--- src/rtl/fixed_point_pkg.sv ---
// Shared definitions for the fixed-point arithmetic library (adder, multiplier, divider).
// Holds the default Q format, the sequencer state encoding and the saturation limits.
package fixed_point_pkg;

  localparam int DEF_N = 16;
  localparam int DEF_F = 8;

  typedef enum logic [2:0] {
    IDLE = 3'd0,
    PREP = 3'd1,
    CALC = 3'd2,
    FIX  = 3'd3,
    DONE = 3'd4
  } fxp_state_e;

  // Largest positive two's-complement value for an n-bit word, zero-extended to 64 bits.
  function automatic logic [63:0] max_pos(input int n);
    return (64'd1 << (n - 1)) - 64'd1;
  endfunction

  // Bit pattern of the most negative n-bit value (equal to its magnitude).
  function automatic logic [63:0] min_neg(input int n);
    return 64'd1 << (n - 1);
  endfunction

endpackage

--- src/rtl/fixed_point_divider_div_step.sv ---
// One restoring-division step: shift a dividend bit into the remainder and
// trial-subtract the divisor magnitude, keeping the difference when it is non-negative.
module fixed_point_divider_div_step #(
  parameter int W = 17
) (
  input  logic [W-1:0] rem,
  input  logic         bit_in,
  input  logic [W-1:0] divisor,
  output logic [W-1:0] rem_nxt,
  output logic         q_bit
);

  logic [W:0] shifted;
  logic [W:0] diff;

  // One extra bit so the borrow of the subtraction is visible as the sign.
  assign shifted = {rem, bit_in};
  assign diff    = shifted - {1'b0, divisor};
  assign q_bit   = ~diff[W];
  assign rem_nxt = q_bit ? diff[W-1:0] : shifted[W-1:0];

endmodule

--- src/rtl/fixed_point_divider.sv ---
// Sequential signed Q(N-F).F divider: one quotient bit per cycle, fixed latency,
// saturating result with overflow/negative/divide-by-zero flags, valid/ready on both sides.
module fixed_point_divider
  import fixed_point_pkg::*;
#(
  parameter int N = DEF_N,
  parameter int F = DEF_F
) (
  input  logic         clk,
  input  logic         rst_n,
  input  logic         in_valid,
  output logic         in_ready,
  input  logic [N-1:0] A,
  input  logic [N-1:0] B,
  output logic         out_valid,
  input  logic         out_ready,
  output logic [N-1:0] result,
  output logic         overflow_flag,
  output logic         negative,
  output logic         div_by_zero
);

  localparam int QW = N + F;
  localparam int CW = $clog2(QW);
  localparam logic [CW-1:0] LAST    = CW'(QW - 1);
  localparam logic [N-1:0]  MAX_POS = N'(max_pos(N));
  localparam logic [N-1:0]  MIN_NEG = N'(min_neg(N));
  localparam logic [QW-1:0] POS_LIM = QW'(max_pos(N));
  localparam logic [QW-1:0] NEG_LIM = QW'(min_neg(N));

  fxp_state_e state, state_nxt;

  logic [N-1:0]  a_q, b_q;
  logic [N:0]    mag_a, mag_b;
  logic [N:0]    divisor_q;
  logic [QW-1:0] dvd_q;
  logic [N:0]    rem_q, rem_nxt;
  logic [QW-1:0] quo_q;
  logic [CW-1:0] cnt_q;
  logic          neg_q, dbz_q;
  logic          q_bit;

  logic [N-1:0]  fix_res;
  logic          fix_ovf, fix_neg;

  assign in_ready  = (state == IDLE);
  assign out_valid = (state == DONE);

  // N+1 bits so that the magnitude of the most negative operand is representable.
  assign mag_a = a_q[N-1] ? ((N+1)'(0) - {a_q[N-1], a_q}) : {a_q[N-1], a_q};
  assign mag_b = b_q[N-1] ? ((N+1)'(0) - {b_q[N-1], b_q}) : {b_q[N-1], b_q};

  fixed_point_divider_div_step #(.W(N + 1)) u_step (
    .rem     (rem_q),
    .bit_in  (dvd_q[QW-1]),
    .divisor (divisor_q),
    .rem_nxt (rem_nxt),
    .q_bit   (q_bit)
  );

  always_ff @(posedge clk or negedge rst_n) begin
    if (!rst_n) state <= IDLE;
    else        state <= state_nxt;
  end

  always_comb begin
    state_nxt = state;
    case (state)
      IDLE:    if (in_valid) state_nxt = PREP;
      PREP:    state_nxt = CALC;
      CALC:    if (cnt_q == LAST) state_nxt = FIX;
      FIX:     state_nxt = DONE;
      DONE:    if (out_ready) state_nxt = IDLE;
      default: state_nxt = IDLE;
    endcase
  end

  // Sign application and saturation of the unsigned quotient magnitude.
  always_comb begin
    fix_res = quo_q[N-1:0];
    fix_ovf = 1'b0;
    fix_neg = neg_q;
    if (dbz_q) begin
      fix_res = a_q[N-1] ? MIN_NEG : MAX_POS;
      fix_ovf = 1'b1;
      fix_neg = a_q[N-1];
    end else if (neg_q) begin
      if (quo_q > NEG_LIM) begin
        fix_res = MIN_NEG;
        fix_ovf = 1'b1;
      end else begin
        fix_res = N'(0) - quo_q[N-1:0];
      end
    end else if (quo_q > POS_LIM) begin
      fix_res = MAX_POS;
      fix_ovf = 1'b1;
    end
  end

  always_ff @(posedge clk or negedge rst_n) begin
    if (!rst_n) begin
      a_q           <= '0;
      b_q           <= '0;
      divisor_q     <= '0;
      dvd_q         <= '0;
      rem_q         <= '0;
      quo_q         <= '0;
      cnt_q         <= '0;
      neg_q         <= 1'b0;
      dbz_q         <= 1'b0;
      result        <= '0;
      overflow_flag <= 1'b0;
      negative      <= 1'b0;
      div_by_zero   <= 1'b0;
    end else begin
      case (state)
        IDLE: if (in_valid) begin
          a_q <= A;
          b_q <= B;
        end
        PREP: begin
          // |A| never exceeds 2^(N-1), so the top magnitude bit is always zero here.
          dvd_q     <= QW'({mag_a, {F{1'b0}}});
          divisor_q <= mag_b;
          rem_q     <= '0;
          quo_q     <= '0;
          cnt_q     <= '0;
          neg_q     <= (a_q != '0) && (a_q[N-1] ^ b_q[N-1]);
          dbz_q     <= (b_q == '0);
        end
        CALC: begin
          dvd_q <= {dvd_q[QW-2:0], 1'b0};
          rem_q <= rem_nxt;
          quo_q <= {quo_q[QW-2:0], q_bit};
          cnt_q <= cnt_q + 1'b1;
        end
        FIX: begin
          result        <= fix_res;
          overflow_flag <= fix_ovf;
          negative      <= fix_neg;
          div_by_zero   <= dbz_q;
        end
        default: ;
      endcase
    end
  end

endmodule

--- config.mk ---
export PLATFORM = sky130hd
export DESIGN_NAME = fixed_point_divider
export DESIGN_NICKNAME = d
export VERILOG_FILES = /design/src/rtl/fixed_point_pkg.sv /design/src/rtl/fixed_point_divider_div_step.sv /design/src/rtl/fixed_point_divider.sv
export SDC_FILE = /design/constraint.sdc
export NUM_CORES = 1
export LEC_CHECK = 0
export BUFFER_PORTS_ARGS = -buffer_cell sky130_fd_sc_hd__buf_2
export CELL_PAD_IN_SITES_DETAIL_PLACEMENT = 1
export CELL_PAD_IN_SITES_GLOBAL_PLACEMENT = 1
export CORE_MARGIN = 1
export CORE_UTILIZATION = 51
export DETAILED_ROUTE_END_ITERATION = 10
export PLACE_DENSITY = 0.95
export SLEW_MARGIN = 20
export SYNTH_ARGS = -nofsm -noshare
export SYNTH_HDL_FRONTEND = slang
export SYNTH_SLANG_ARGS = --single-unit
--- constraint.sdc ---
create_clock -name clk -period 5.5 [get_ports clk]
set_clock_uncertainty 0.05 [all_clocks]
set_input_delay 0.825 -clock clk [delete_from_list [all_inputs] [get_ports clk]]
set_output_delay 0.825 -clock clk [all_outputs]
set_load 0.01 [all_outputs]
## After elaboration in Yosys (flattened, before gate mapping)

Index checks and enable logic that the tools add are counted.

| word-level totals | value |
|---|---|
| output and inout bits | 21 |
| bits in registers | 143 |
| input port bits | 36 |

| operators by class | value |
|---|---|
| muxes and demuxes | 21 |
| reduce and logical (&&, ||, !) cells | 7 |
| bitwise operators | 2 |
| order comparisons | 2 |
| eq/ne operators | 8 |
| add/sub/neg operators | 5 |

Operators with widths:

| operator | number |
|---|---|
| $mux W16 | 6 |
| $pmux W24 S2 | 2 |
| $mux W17 | 2 |
| $pmux W17 S2 | 1 |
| $sub A1 B16 Y16 const A | 2 |
| $gt A24 B15 Y1 const B | 1 |
| $gt A24 B16 Y1 const B | 1 |
| $sub A18 B17 Y18 | 1 |
| $sub A1 B16 Y17 const A | 1 |
| $logic_not A16 Y1 | 1 |
| $reduce_bool A16 Y1 | 1 |
| $pmux W3 S5 | 1 |
| $pmux W5 S2 | 1 |
| $mux W3 | 3 |
| $eq A3 B2 Y1 const B | 2 |
| $add A5 B1 Y5 const B | 1 |
| $eq A5 B5 Y1 const B | 1 |
| $mux W1 | 5 |
| $ne A2 B2 Y1 const B | 2 |
| $eq A3 B1 Y1 const B | 1 |
| $eq A3 B3 Y1 const B | 1 |
| $logic_not A3 Y1 | 1 |
| $reduce_and A3 Y1 | 1 |
| $ne A2 B1 Y1 const B | 1 |
| other kinds (5) | 5 |

## Depth between registers and ports, before layout

| logic depth | value |
|---|---|
| depth in word-level cells | 4 |
| depth in mapped cells | 11 |
| gate-level depth less buffers | 10 |

## Modules after synthesis

Synthesis repeated with hierarchy kept, for this count alone.

| unflattened totals | value |
|---|---|
| cell total of the unflattened synthesis | 753 |
| area, all modules | 7,524.7 sq um |

By module, submodules not included:

| module | cells an instance | times used | area each (sq um) |
|---|---|---|---|
| fixed_point_divider | 576 | 1 | 6,232.2 |
| fixed_point_divider_div_step | 177 | 1 | 1,292.5 |

## Least setup slack after synthesis

No wires, ideal clock.

| timing path | value |
|---|---|
| path type | register to register |
| start point | register rem_q[8] |
| end point | register rem_q[10] |
| data required time | 5.318 ns |
| clock period less this slack | 2.434 ns |
| arrival | 2.252 ns |
| buffers on the path | 2 |
| setup slack | 3.066 ns |
| setup time | 0.132 ns |
| cell stages (with the launch flop) | 11 |
| cell sequence | dfrtp_1 > ha_1 > buf_2 > nand3_1 > or3_1 > nand3b_1 > mux2i_1 > nor3_4 > buf_6 > mux2i_1 > o21ai_1 |

| between the ends | value |
|---|---|
| cells in the longest elaborated chain, start to end | 3 |

RTL lines:

| element | line | text |
|---|---|---|
| start, declared | fixed_point_divider.sv:37 | `logic [N:0] rem_q, rem_nxt;` |
| start signal, assigned | fixed_point_divider.sv:133 | `rem_q <= rem_nxt;` |
| $sub A18 B17 Y18 | fixed_point_divider_div_step.sv:18 | `assign diff = shifted - {1'b0, divisor};` |
| $mux W17 | fixed_point_divider_div_step.sv:20 | `assign rem_nxt = q_bit ? diff[W-1:0] : shifted[W-1:0];` |
| $pmux W17 S2 | fixed_point_divider.sv:116 | `case (state)` |

Every way passes these cells.
A chain may end at the register's enable or synchronous reset.

## Worst setup path after layout

| timing path | value |
|---|---|
| start point | register divisor_q[12] |
| end point | register rem_q[5] |

| between the ends | value |
|---|---|
| cells in the longest elaborated chain, start to end | 3 |

RTL lines:

| element | line | text |
|---|---|---|
| start, declared | fixed_point_divider.sv:35 | `logic [N:0] divisor_q;` |
| start signal, assigned | fixed_point_divider.sv:124 | `divisor_q <= mag_b;` |
| $sub A18 B17 Y18 | fixed_point_divider_div_step.sv:18 |  |
| $mux W17 | fixed_point_divider_div_step.sv:20 |  |
| $pmux W17 S2 | fixed_point_divider.sv:116 |  |

Every way passes these cells.

==> tab_implementation.tex <==
\begin{tabular}{lr}
\hline
Metric & Value \\
\hline
\multicolumn{2}{l}{\textbf{Critical path}} \\
Origin of the worst setup path & divisor\_q[12] \\
Type of element capturing the critical path & register \\
Standard cell with the maximum stage delay on the critical path & nor3\_4 \\
Crit-path cells & inv\_1 > ha\_1 > nand2\_1 > o21a\_1 > o211ai\_1 > and4bb\_1 > nor3\_4 > buf\_16 > mux2i\_1 > o21ai\_1 \\
Max stage delay on crit path & 580 ps \\
Worst-case reg-to-reg path depth & 10 \\
R2R Path Start & divisor\_q[12] \\
Critical path peak fanout & 14 \\
Arrival @ worst endpoint & 3290 ps \\
Worst reg2reg setup slack & 2460 ps \\
Critical path class & reg -> reg \\
Critical Path Start Type & register \\
Required time reported for the critical path endpoint & 5750 ps \\
\multicolumn{2}{l}{\textbf{Global route}} \\
Tot GR Track Use & 0.304 \\
Global-route wire length before repair & 34500 microns \\
Pin count of the biggest net entering global routing & 89 \\
Overflow left after global routing & 0 \\
Via count of the first global-routing pass & 6609 \\
Antenna violations before repair & 0 \\
\multicolumn{2}{l}{\textbf{Final layout}} \\
Most common cell after layout, fill and taps aside & dfrtp\_1 \\
Number of antenna repair diodes & 0 \\
\# nets final & 853 \\
Ratio of cells with drive above 1 in the final layout & 0.171 \\
Area growth syn-to-layout & 13.2\% \\
Filler Cells Inserted & 1532 \\
Multi-input logic area & 0.00370 sq mm \\
Count of non-filler cells in the finished layout & 988 \\
Sequential cell area in the final layout & 0.00338 sq mm \\
Most frequent cells in the layout & dfrtp\_1, nand2\_1, o21ai\_0 \\
Final core utilization & 0.598 \\
\multicolumn{2}{l}{\textbf{Floorplanning}} \\
Chip width & 123 microns \\
Die Y-Extent & 123 microns \\
Initial core utilization & 0.528 \\
Die area & 0.0150 sq mm \\
Core Rows & 43 \\
Core Box Area & 0.0140 sq mm \\
I/O pin total & 57 \\
\multicolumn{2}{l}{\textbf{Synthesis}} \\
Number of nets produced by synthesis & 819 \\
Number of warnings reported in the yosys synthesis log & 0 \\
Basic-gate share of the synthesized area counting and, or, nand and nor cells & 0.136 \\
Netlist area before placement & 0.00742 sq mm \\
Syn\_area\_per\_cell & 9.75 sq um \\
Number of different library cells in the post-synthesis netlist & 69 \\
Xor and xnor area share after synthesis & 0.0531 \\
Multiplexer share of the synthesized area & 0.0643 \\
Number of enable-type register cells in the synthesized netlist & 0 \\
Sequential share of the synthesized area & 0.455 \\
Number of storage elements in the synthesis netlist & 135 \\
Share of the synthesized area in compound gates (AO/OA/AOI/OAI) & 0.206 \\
Largest family of logic cells by synthesized area & compound AO/OA/AOI/OAI gates \\
FFs w/ async S/R, synth & 1.00 \\
Most used DFF post-synth & dfrtp\_1 \\
Adder-cell share of the synthesized area & 0.0381 \\
Gate Count Post-Synth & 761 \\
\multicolumn{2}{l}{\textbf{CTS}} \\
Postcts setup bufs & 0 \\
Clock tree buffer depth & 2 \\
Clk sinks & 135 \\
Hold buffers post-CTS & 0 \\
Post-CTS sizing & 0 \\
CTS tree & built \\
CTS Root Cell & clkbuf\_16 \\
Clock slew at reported path FFs & 60 ps \\
TritonCTS buffer count & 17 \\
Clock latency on the worst-skew pair & 430 ps \\
H-tree depth & 4 \\
\multicolumn{2}{l}{\textbf{Placement}} \\
Post-DP HPWL & 13900 microns \\
Placed insts & 956 \\
Number of I/O port buffers & 56 \\
Routability congestion estimate & 0.859 \\
\multicolumn{2}{l}{\textbf{STA}} \\
Pin slew with the least headroom to its limit & 819 ps \\
Minimum clock period after layout & 3040 ps \\
Total setup violations reported at the end of the flow & 0 \\
Timing-limited maximum frequency & 0.328 GHz \\
Unrepaired setup endpoints after global routing & false \\
Final worst path period share & 0.554 \\
Sum of negative setup slack & 0 ps \\
Endpoints failing hold & 0 \\
Tightest slew margin relative to the limit & 0.454 \\
Final slew viol count & 0 \\
\multicolumn{2}{l}{\textbf{Min path}} \\
Worst min-delay path category & in -> async \\
\multicolumn{2}{l}{\textbf{Drt}} \\
Vias/cell & 6.23 \\
Number of remaining DRC errors & 0 \\
Initial DRC count & 341 \\
Routed wire length per instance & 21.5 microns \\
Number of antenna-violating nets in the routed design & 0 \\
Router iterations before antenna repair & 4 \\
Final routed wirelength across all metal layers & 21200 microns \\
Vias & 6160 \\
\multicolumn{2}{l}{\textbf{Pwr}} \\
Total power per unit cell area & 724 mW/mm\^{}2 \\
Total leakage power & 3.80 nW \\
Overall power after layout & 6.08 mW \\
Worst ir drop on vdd & 0.000304 V \\
\multicolumn{2}{l}{\textbf{Job}} \\
Number of violations of the max-capacitance limit & 0 \\
\multicolumn{2}{l}{\textbf{Outcome}} \\
Run status & complete, no violations \\
\hline
\end{tabular}
per-layer routing:
| metal | global-route usage | up-vias | part of all wire |
|---|---|---|---|
| li1 | - | 2825 | - |
| met1 | 0.364 | 3125 | 0.42 |
| met2 | 0.537 | 160 | 0.52 |
| met3 | 0.0558 | 50 | 0.032 |
| met4 | 0.119 | 0 | 0.026 |
| met5 | 0 | - | 0 |
worst max-delay path, delay by kind of cell, from the launching register on:
kind / cells / cell delay [ps]
AOI/OAI and AO/OA: 3 / 550
muxes: 1 / 220
adders and majority gates: 1 / 450
buffers and inverters: 2 / 300
DFF: 1 / 370
and+or+nand+nor: 3 / 970
state kept, by name (all words and copies together), names as in the netlist:
signal         count
quo_q             24
divisor_q         17
rem_q             17
a_q               16
b_q               16
dvd_q             16
result            16
cnt_q              5
state              3
dbz_q              1
div_by_zero        1
neg_q              1
negative           1
overflow_flag      1
worst paths after layout:
check / to
setup reg to reg: rem_q[5]
max in group asynchronous: divisor_q[9]
min in group clk: divisor_q[4]
setup / recovery: rem_q[5]
hold reg to reg: divisor_q[4]
hold / removal: result[13]
power breakdown:
group	internal, mW	total (mW)	switching (mW)	leakage (nW)
logic	1.25	3.10	1.86	1.78
registers	1.38	1.83	0.453	1.74
clock network	0.681	1.14	0.459	0.283
total	3.31	6.08	2.77	3.80
synthesized netlist by cell type, types with 2 or more instances:
cell / n / area share
dfrtp_1: 135 / 0.46
nand2_1: 72 / 0.036
o21ai_0: 59 / 0.040
nor2_1: 41 / 0.021
clkbuf_1: 36 / 0.018
inv_1: 33 / 0.017
xor2_1: 30 / 0.035
mux2_2: 29 / 0.044
o21ai_1: 29 / 0.020
a22oi_1: 25 / 0.025
a22o_1: 21 / 0.025
ha_1: 21 / 0.035
nand3_1: 18 / 0.012
a21oi_1: 17 / 0.011
mux2i_1: 15 / 0.020
xnor2_1: 15 / 0.018
nor3_1: 12 / 0.0081
o21bai_1: 12 / 0.012
nand2b_1: 9 / 0.0076
or3_1: 9 / 0.0076
buf_2: 8 / 0.0054
o211ai_1: 8 / 0.0081
o31ai_1: 8 / 0.0081
nor4_1: 7 / 0.0059
o41ai_1: 7 / 0.0083
a21o_1: 6 / 0.0061
o21a_1: 5 / 0.0051
a211oi_1: 4 / 0.0040
and2_1: 4 / 0.0034
nor2b_1: 4 / 0.0034
or4_1: 4 / 0.0040
a31oi_1: 3 / 0.0025
and3_1: 3 / 0.0025
buf_1: 3 / 0.0015
buf_6: 3 / 0.0046
nand4_1: 3 / 0.0025
o22ai_1: 3 / 0.0025
o311ai_1: 3 / 0.0035
a211o_1: 2 / 0.0024
a221o_1: 2 / 0.0027
nand3b_1: 2 / 0.0020
nor3b_1: 2 / 0.0020
o2111ai_1: 2 / 0.0024
o311ai_0: 2 / 0.0024
cells by family (layout without fill, tap and decap cells):
family / count (synthesis) / count (layout)
multiplexers: 44 / 44
XOR/XNOR: 45 / 45
adder cells (fa/ha/maj): 22 / 22
AO/OA/AOI/OAI: 229 / 229
buffers and inverters: 84 / 131
flip-flops: 135 / 135
AND/OR/NAND/NOR: 202 / 202
per-stage QoR:
step                      worst slack (ps)  area [sq um]  hold WS, ps
after floorplan                       3070          7420          400
after global placement                2410          7770          415
after detailed placement              2410          7800          420
after CTS                             2380          8390          438
after global routing                  2330          8400          450
final                                 2460          8400          394
layout make-up:
cell class | count | area share
clock buffers | 18 | 0.0523
clock inverters | 14 | 0.0179
inverters | 34 | 0.0152
multi-input cells | 542 | 0.441
flip-flops and latches | 135 | 0.402
well taps | 180 | 0.0268
repair buffers | 65 | 0.0446
Power figures use the tool's default switching activity.
